==> src/rtl/radar_pkg.sv <==
// Shared radar constants: FSM encodings and default servo/PWM timing,
// reused by the sweep controller, the PWM stage and the ranging stage.
package radar_pkg;

   typedef enum logic [1:0] {
      S_IDLE = 2'd0,
      S_MOVE = 2'd1,
      S_MEAS = 2'd2,
      S_STEP = 2'd3
   } state_e;

   localparam int RADAR_MIN_US    = 1000;
   localparam int RADAR_MAX_US    = 2000;
   localparam int RADAR_STEP_US   = 100;
   localparam int RADAR_PERIOD_US = 20000;

   function automatic int n_pos(input int min_us,
                                input int max_us,
                                input int step_us);
      return (max_us - min_us) / step_us + 1;
   endfunction

   localparam int RADAR_N_POS =
      n_pos(RADAR_MIN_US, RADAR_MAX_US, RADAR_STEP_US);

endpackage

==> src/rtl/servo_sweep_us_tick.sv <==
// Free-running microsecond prescaler: one-cycle pulse every
// TICKS_PER_US clocks, phase set only by reset.
module us_tick #(
   parameter int TICKS_PER_US = 100
) (
   input  logic clk,
   input  logic reset,
   output logic tick
);

   localparam int CW = (TICKS_PER_US > 1) ? $clog2(TICKS_PER_US) : 1;
   localparam logic [CW-1:0] LAST = CW'(TICKS_PER_US - 1);

   logic [CW-1:0] cnt_q, cnt_d;

   always_comb begin
      cnt_d = (cnt_q == LAST) ? '0 : cnt_q + CW'(1);
   end

   always_ff @(posedge clk or posedge reset) begin
      if (reset) cnt_q <= '0;
      else       cnt_q <= cnt_d;
   end

   assign tick = (cnt_q == LAST);

endmodule

==> src/rtl/servo_sweep.sv <==
// Back-and-forth servo sweep: settle, measure via start/done handshake,
// publish one tagged sample per position and feed the PWM stage.
module servo_sweep
   import radar_pkg::*;
#(
   parameter int TICKS_PER_US    = 100,
   parameter int MIN_US          = RADAR_MIN_US,
   parameter int MAX_US          = RADAR_MAX_US,
   parameter int STEP_US         = RADAR_STEP_US,
   parameter int PERIOD_US       = RADAR_PERIOD_US,
   parameter int SETTLE_US       = 40000,
   parameter int MEAS_TIMEOUT_US = 30000
) (
   input  logic        clk,
   input  logic        reset,
   input  logic        run,
   input  logic        meas_done,
   output logic        meas_start,
   output logic        pwm_enable,
   output logic [15:0] dutty,
   output logic [15:0] period,
   output logic [4:0]  position,
   output logic        sample_valid,
   output logic        sample_timeout,
   output logic        busy
);

   localparam int N_POS = n_pos(MIN_US, MAX_US, STEP_US);
   localparam int TMAX  = (SETTLE_US > MEAS_TIMEOUT_US) ?
                          SETTLE_US : MEAS_TIMEOUT_US;
   localparam int TW    = $clog2(TMAX + 1);

   localparam logic [TW-1:0] SETTLE_T = TW'(SETTLE_US);
   localparam logic [TW-1:0] TOUT_T   = TW'(MEAS_TIMEOUT_US);
   localparam logic [4:0]    LAST_POS = 5'(N_POS - 1);

   logic tick;

   state_e        state_q, state_d;
   logic [TW-1:0] timer_q, timer_d;
   logic [4:0]    pos_q, pos_d;
   logic          up_q, up_d;
   logic [15:0]   dutty_q, dutty_d;
   logic          en_q, en_d;
   logic          start_q, start_d;
   logic          sv_q, sv_d;
   logic          to_q, to_d;
   logic          busy_q, busy_d;

   us_tick #(
      .TICKS_PER_US(TICKS_PER_US)
   ) u_tick (
      .clk  (clk),
      .reset(reset),
      .tick (tick)
   );

   always_comb begin
      state_d = state_q;
      unique case (state_q)
         S_IDLE: if (run) state_d = S_MOVE;
         S_MOVE: begin
            if (!run)                   state_d = S_IDLE;
            else if (timer_q == SETTLE_T) state_d = S_MEAS;
         end
         S_MEAS: begin
            if (!run)                   state_d = S_IDLE;
            else if (meas_done)         state_d = S_STEP;
            else if (timer_q == TOUT_T) state_d = S_STEP;
         end
         S_STEP: state_d = run ? S_MOVE : S_IDLE;
         default: state_d = S_IDLE;
      endcase
   end

   always_comb begin
      timer_d = timer_q;
      if (state_d != state_q)
         timer_d = '0;
      else if (tick && (state_q == S_MOVE || state_q == S_MEAS))
         timer_d = timer_q + TW'(1);
   end

   // Direction flips as soon as an endpoint is reached, so it is
   // already correct for the next step.
   always_comb begin
      pos_d = pos_q;
      up_d  = up_q;
      if (state_q == S_STEP && N_POS > 1) begin
         pos_d = up_q ? pos_q + 5'd1 : pos_q - 5'd1;
         if (pos_d == LAST_POS)  up_d = 1'b0;
         else if (pos_d == 5'd0) up_d = 1'b1;
      end
   end

   always_comb begin
      dutty_d = dutty_q;
      if (state_d == S_MOVE && state_q != S_MOVE)
         dutty_d = 16'(MIN_US) + 16'(STEP_US) * {11'd0, pos_d};
      en_d    = (state_d != S_IDLE);
      busy_d  = (state_d != S_IDLE);
      start_d = (state_d == S_MEAS) && (state_q != S_MEAS);
      sv_d    = (state_d == S_STEP);
      to_d    = (state_d == S_STEP) && !meas_done;
   end

   always_ff @(posedge clk or posedge reset) begin
      if (reset) begin
         state_q <= S_IDLE;
         timer_q <= '0;
         pos_q   <= '0;
         up_q    <= 1'b1;
         dutty_q <= 16'(MIN_US);
         en_q    <= 1'b0;
         start_q <= 1'b0;
         sv_q    <= 1'b0;
         to_q    <= 1'b0;
         busy_q  <= 1'b0;
      end else begin
         state_q <= state_d;
         timer_q <= timer_d;
         pos_q   <= pos_d;
         up_q    <= up_d;
         dutty_q <= dutty_d;
         en_q    <= en_d;
         start_q <= start_d;
         sv_q    <= sv_d;
         to_q    <= to_d;
         busy_q  <= busy_d;
      end
   end

   assign meas_start     = start_q;
   assign pwm_enable     = en_q;
   assign dutty          = dutty_q;
   assign period         = 16'(PERIOD_US);
   assign position       = pos_q;
   assign sample_valid   = sv_q;
   assign sample_timeout = to_q;
   assign busy           = busy_q;

endmodule

==> config.mk <==
export PLATFORM = sky130hd
export DESIGN_NAME = servo_sweep
export DESIGN_NICKNAME = d
export VERILOG_FILES = /design/src/rtl/radar_pkg.sv /design/src/rtl/servo_sweep_us_tick.sv /design/src/rtl/servo_sweep.sv
export SDC_FILE = /design/constraint.sdc
export NUM_CORES = 1
export LEC_CHECK = 0
export BUFFER_PORTS_ARGS = -buffer_cell sky130_fd_sc_hd__buf_2
export CAP_MARGIN = 20
export CORE_MARGIN = 4
export CORE_UTILIZATION = 58
export DETAILED_ROUTE_END_ITERATION = 6
export GPL_ROUTABILITY_DRIVEN = 0
export PLACE_DENSITY = 0.81
export SLEW_MARGIN = 20
export SYNTH_ARGS = -nofsm -noshare
export SYNTH_HDL_FRONTEND = slang
export SYNTH_SLANG_ARGS = --single-unit
==> constraint.sdc <==
create_clock -name clk -period 4.6 [get_ports clk]
set_input_delay 0.23 -clock clk [delete_from_list [all_inputs] [get_ports clk]]
set_output_delay 0.23 -clock clk [all_outputs]
set_load 0.05 [all_outputs]
==> impl.org <==
** Outcome
- Status :: finished, violations left
- Violated checks :: negative hold slack

** Global route
- Routing usage on met1 :: 0.269
- Entering global routing, the biggest net connects 47 pins.
- The first global-routing pass estimated a little over 10 mm of wire.
- Global routing usage summed across all routing layers :: 0.192
- Vias in the first global route :: roughly 2100
- Routing usage on met3 :: 0.0401
- Global routing finished with a remaining overflow of 0.
- The global routing stage identified its most utilized layer as met2.
- Initial antenna violation count :: 0
- Global-route met2 utilization :: 0.309

** Timing
- The clock arrives with 0.00952 ns of skew.
- Endpoints failing setup :: 0
- Setup repair after global routing could not meet its margin everywhere.
- The worst pin sits at a relative slew slack of 0.320.
- Setup TNS :: 0 ns
- Count of final hold-check violations :: 24
- The max-slew violation count is 0.
- Pin slew with the least headroom to its limit :: between 1 and 1.5 ns
- Setup slack closes at 0.121 ns.
- Across all hold checks on the routed design, the worst slack comes to -0.0223 ns.
- Of the available clock period, the critical path in the final layout requires 0.974.
- Time the final worst path needs with I/O delays and setup :: 4.48 ns
- For this run, the top clock speed supported by timing is 223 MHz.

** CTS
- The tree built by TritonCTS fans out to 46 sinks.
- CTS tree :: built
- The tree is rooted in a clkbuf_8.
- Number of post-CTS setup repair buffers :: 0
- In this run, post-CTS hold repair placed 0 buffers.
- Clock tree buffer depth :: 2
- The clock reaches the later pin of the worst-skew pair after 0.29 ns.
- After clock tree synthesis, the clock-pin slew on the worst setup and hold paths is 0.09 ns.
- CTS Buf Count :: 5
- CTS H-tree lvls :: 2

** Setup path
- Grouping stages by cell kind, the critical path spends the most delay in adder cells.
- Data on the critical path is required at its endpoint by 4.77 ns.
- By startpoint and endpoint, the worst setup path is classified as flip-flop to flip-flop.
- Highest fanout seen on the critical path :: 6
- Library cell contributing the largest single delay on the critical path :: dfstp_2
- Slowest cell delay on critical path :: between 0.5 and 0.6 ns
- Crit end category :: flip-flop
- STA puts the critical path data arrival time at around 4.7 ns.
- Counting stages on the worst path, the most repeated cell is ha_1.
- The number of buffers and inverters on the critical path is 1.
- Kind of start point of the critical path :: flip-flop
- Worst setup slack for register-to-register paths :: 0.12 ns
- Cell-by-cell listing of the critical path :: inv_1 > ha_1 > nor2b_1 > or4_1 > o311ai_2 > nand2_1 > ha_1 > ha_1 > ha_1 > a21o_1 > a211oi_2 > nor2_1 > xnor2_1 > xnor3_1 > mux2_1

** Power and ir drop
- Share of total power in combinational logic :: 0.267
- Relative contribution of sequential cells to total power :: 0.432
- Of the total power, the share spent switching nets is 0.342.
- Clock network power share :: 0.301
- Post-layout power :: 0.979 mW
- Cell internal power was estimated by the tool at ~0.64 mW.
- Total power density per cell area :: 284 mW/mm^2
- The analysis attributes to cell leakage a power of 1.68 nW.
- Summed over all nets, the switching power comes to 0.334 mW.
- Maximum VDD drop :: 213 uV

** Yosys
- Of all flip-flops after synthesis, the portion carrying an async set or reset was 1.00.
- Yosys printed 0 warnings.
- Commonest cells in the netlist :: nor2_1, dfrtp_1, inv_1
- Of the synthesized area, sequential elements account for 0.364.
- Dominant cell by count in the synthesized netlist :: nor2_1
- The cell area that synthesis handed to floorplanning was roughly 0.0032 mm^2.
- Counting flops with a built-in enable in the synthesized netlist gives 0.
- Mean post-synth cell area :: around 9.7 um^2
- The most used flip-flop cell after synthesis is dfrtp_1.
- By area the synthesized netlist is led by dfrtp_1, ha_1, dfstp_2.
- Synth top area share :: 0.306
- Gate Count Post-Synth :: approximately 330
- Leading area contributor after synthesis :: dfrtp_1
- Total of flip-flops plus latches after synthesis :: 46
- The netlist uses 54 different library cells.

** Route
- Dividing the detail-routed via count by the number of cells gives 5.39.
- Detailed-routing iteration count for the pre-antenna-repair pass :: 4
- In the routed design, unresolved DRC markers number 0.
- Drt initial violations :: between 100 and 150
- The routed layout has approximately 2300 vias.
- After detailed routing, the average wire length per cell comes to 14.6 um.
- Total wire length after detailed routing :: a little over 6 mm
- Post-route antenna net violation count :: 0

** Floorplan
- Core area :: 0.00520 mm^2
- Initial Util :: 0.612
- Top-level I/O count :: 46
- After floorplanning, the core was divided into 26 placement rows.
- The die covers 0.00674 mm^2.
- Die Span Y :: 82.1 um
- Chip width :: between 80 and 90 um

** Place
- The HPWL after detailed placement is 4.41 mm.
- OpenSTA, run right after detailed placement, puts the worst setup slack at between 0.06 and 0.07 ns.
- In this run the tool buffered the top-level ports with 24 buffer cells.
- Placed Instances :: 416
- Post-place instance area :: approximately 0.0033 mm^2

** Finish
- Final core utilization :: 0.663
- Once layout is complete, the cells apart from fillers number 425.
- Number of nets in the layout :: 386
- Inserted Diodes :: 0
- Post-Layout Inst Area :: 0.00345 mm^2
- Compared with the post-synthesis result, the final layout area differs by 8.29%.
- In the final layout, the share of cells above drive strength 1 is 0.180.

** Run
- Max-cap violations in this run came to 0.

** Min path
- The tightest min-delay check is of the primary input to asynchronous set/reset pin type.
[cells in the final DEF (no fill, tap or decap), drive strengths merged, types with 2 or more instances in the layout]
cell,instances
ha,26
nor4b,2
nor2,42
a211oi,2
or4,3
mux2,9
dfrtp,39
or2,2
clkbuf,7
nand4,6
mux2i,4
nor2b,6
inv,27
o21ai,12
conb,21
nor3,7
buf,26
dfstp,7
a21oi,8
xor2,12
nand2b,4
nand2,13
nand3,12
o211a,2
o22ai,5
and3,3
a21boi,2
and4,4
xnor2,21
fa,2
[state kept, by name (all words and copies together), names as in the netlist]
name	flops
position	5
sample_timeout	1
timer_q	16
dutty	11
state_q	2
meas_start	1
up_q	1
sample_valid	1
u_tick.cnt_q	7
busy	1
[layout make-up]
cell class | count | area [um^2]
timing repair buffer | 26 | 155
multi-input combinational | 248 | 1840
clock inverter | 1 | 30.0
clock buffer | 7 | 76.3
fill | 406 | 1760
inverter | 27 | 101
sequential | 46 | 1160
tap | 70 | 87.6
[kinds of logic after synthesis]
logic type	Yosys count	share of synthesized area
AND/OR/NAND/NOR	113	0.192
AO/OA/AOI/OAI	39	0.0852
multiplexers	13	0.0503
flip-flops	46	0.364
XOR/XNOR	34	0.0978
buffers and inverters	54	0.0931
adder cells (fa/ha/maj)	28	0.115
other	2	0.00236
[repair_timing]
item / CTS / global route
gates resized for setup: 0 / 9
setup endpoints to repair: 0 / 4
hold endpoints to repair: 0 / 0
[worst paths after layout]
check	from	to	depth (start not counted)
max	up_q	dutty[11]	15
min	reset	timer_q[0]	2
max reg2reg	up_q	dutty[11]	15
min reg2reg	dutty[3]	dutty[3]	2
max in group asynchronous	reset	dutty[7]	3
min in group clk	meas_done	sample_timeout	2
[worst reg2reg max path, delay by kind of cell, from the launching register on]
family | cells | cell delay, ns
AOI/OAI and AO/OA | 3 | 0.61
DFF | 1 | 0.58
xor gates and xnor gates | 2 | 0.66
buffers and inverters | 1 | 0.12
and+or+nand+nor | 4 | 0.92
adders and majority gates | 4 | 1.15
muxes | 1 | 0.31
[power by group through the flow]
stage	sequential, mW	combinational [mW]	clock, mW
floorplan	0.444	0.230	0
global placement	0.431	0.253	0
detailed placement	0.431	0.256	0
CTS	0.423	0.257	0.300
global route	0.424	0.284	0.320
finish	0.423	0.261	0.294
[metal layers]
metal  routed length, um  share of wire
met1                2900           0.47
met2                3070           0.50
met3                 179          0.029
met4                  54         0.0087
met5                   0              0
No activity file was read; power rests on OpenSTA's default activity.
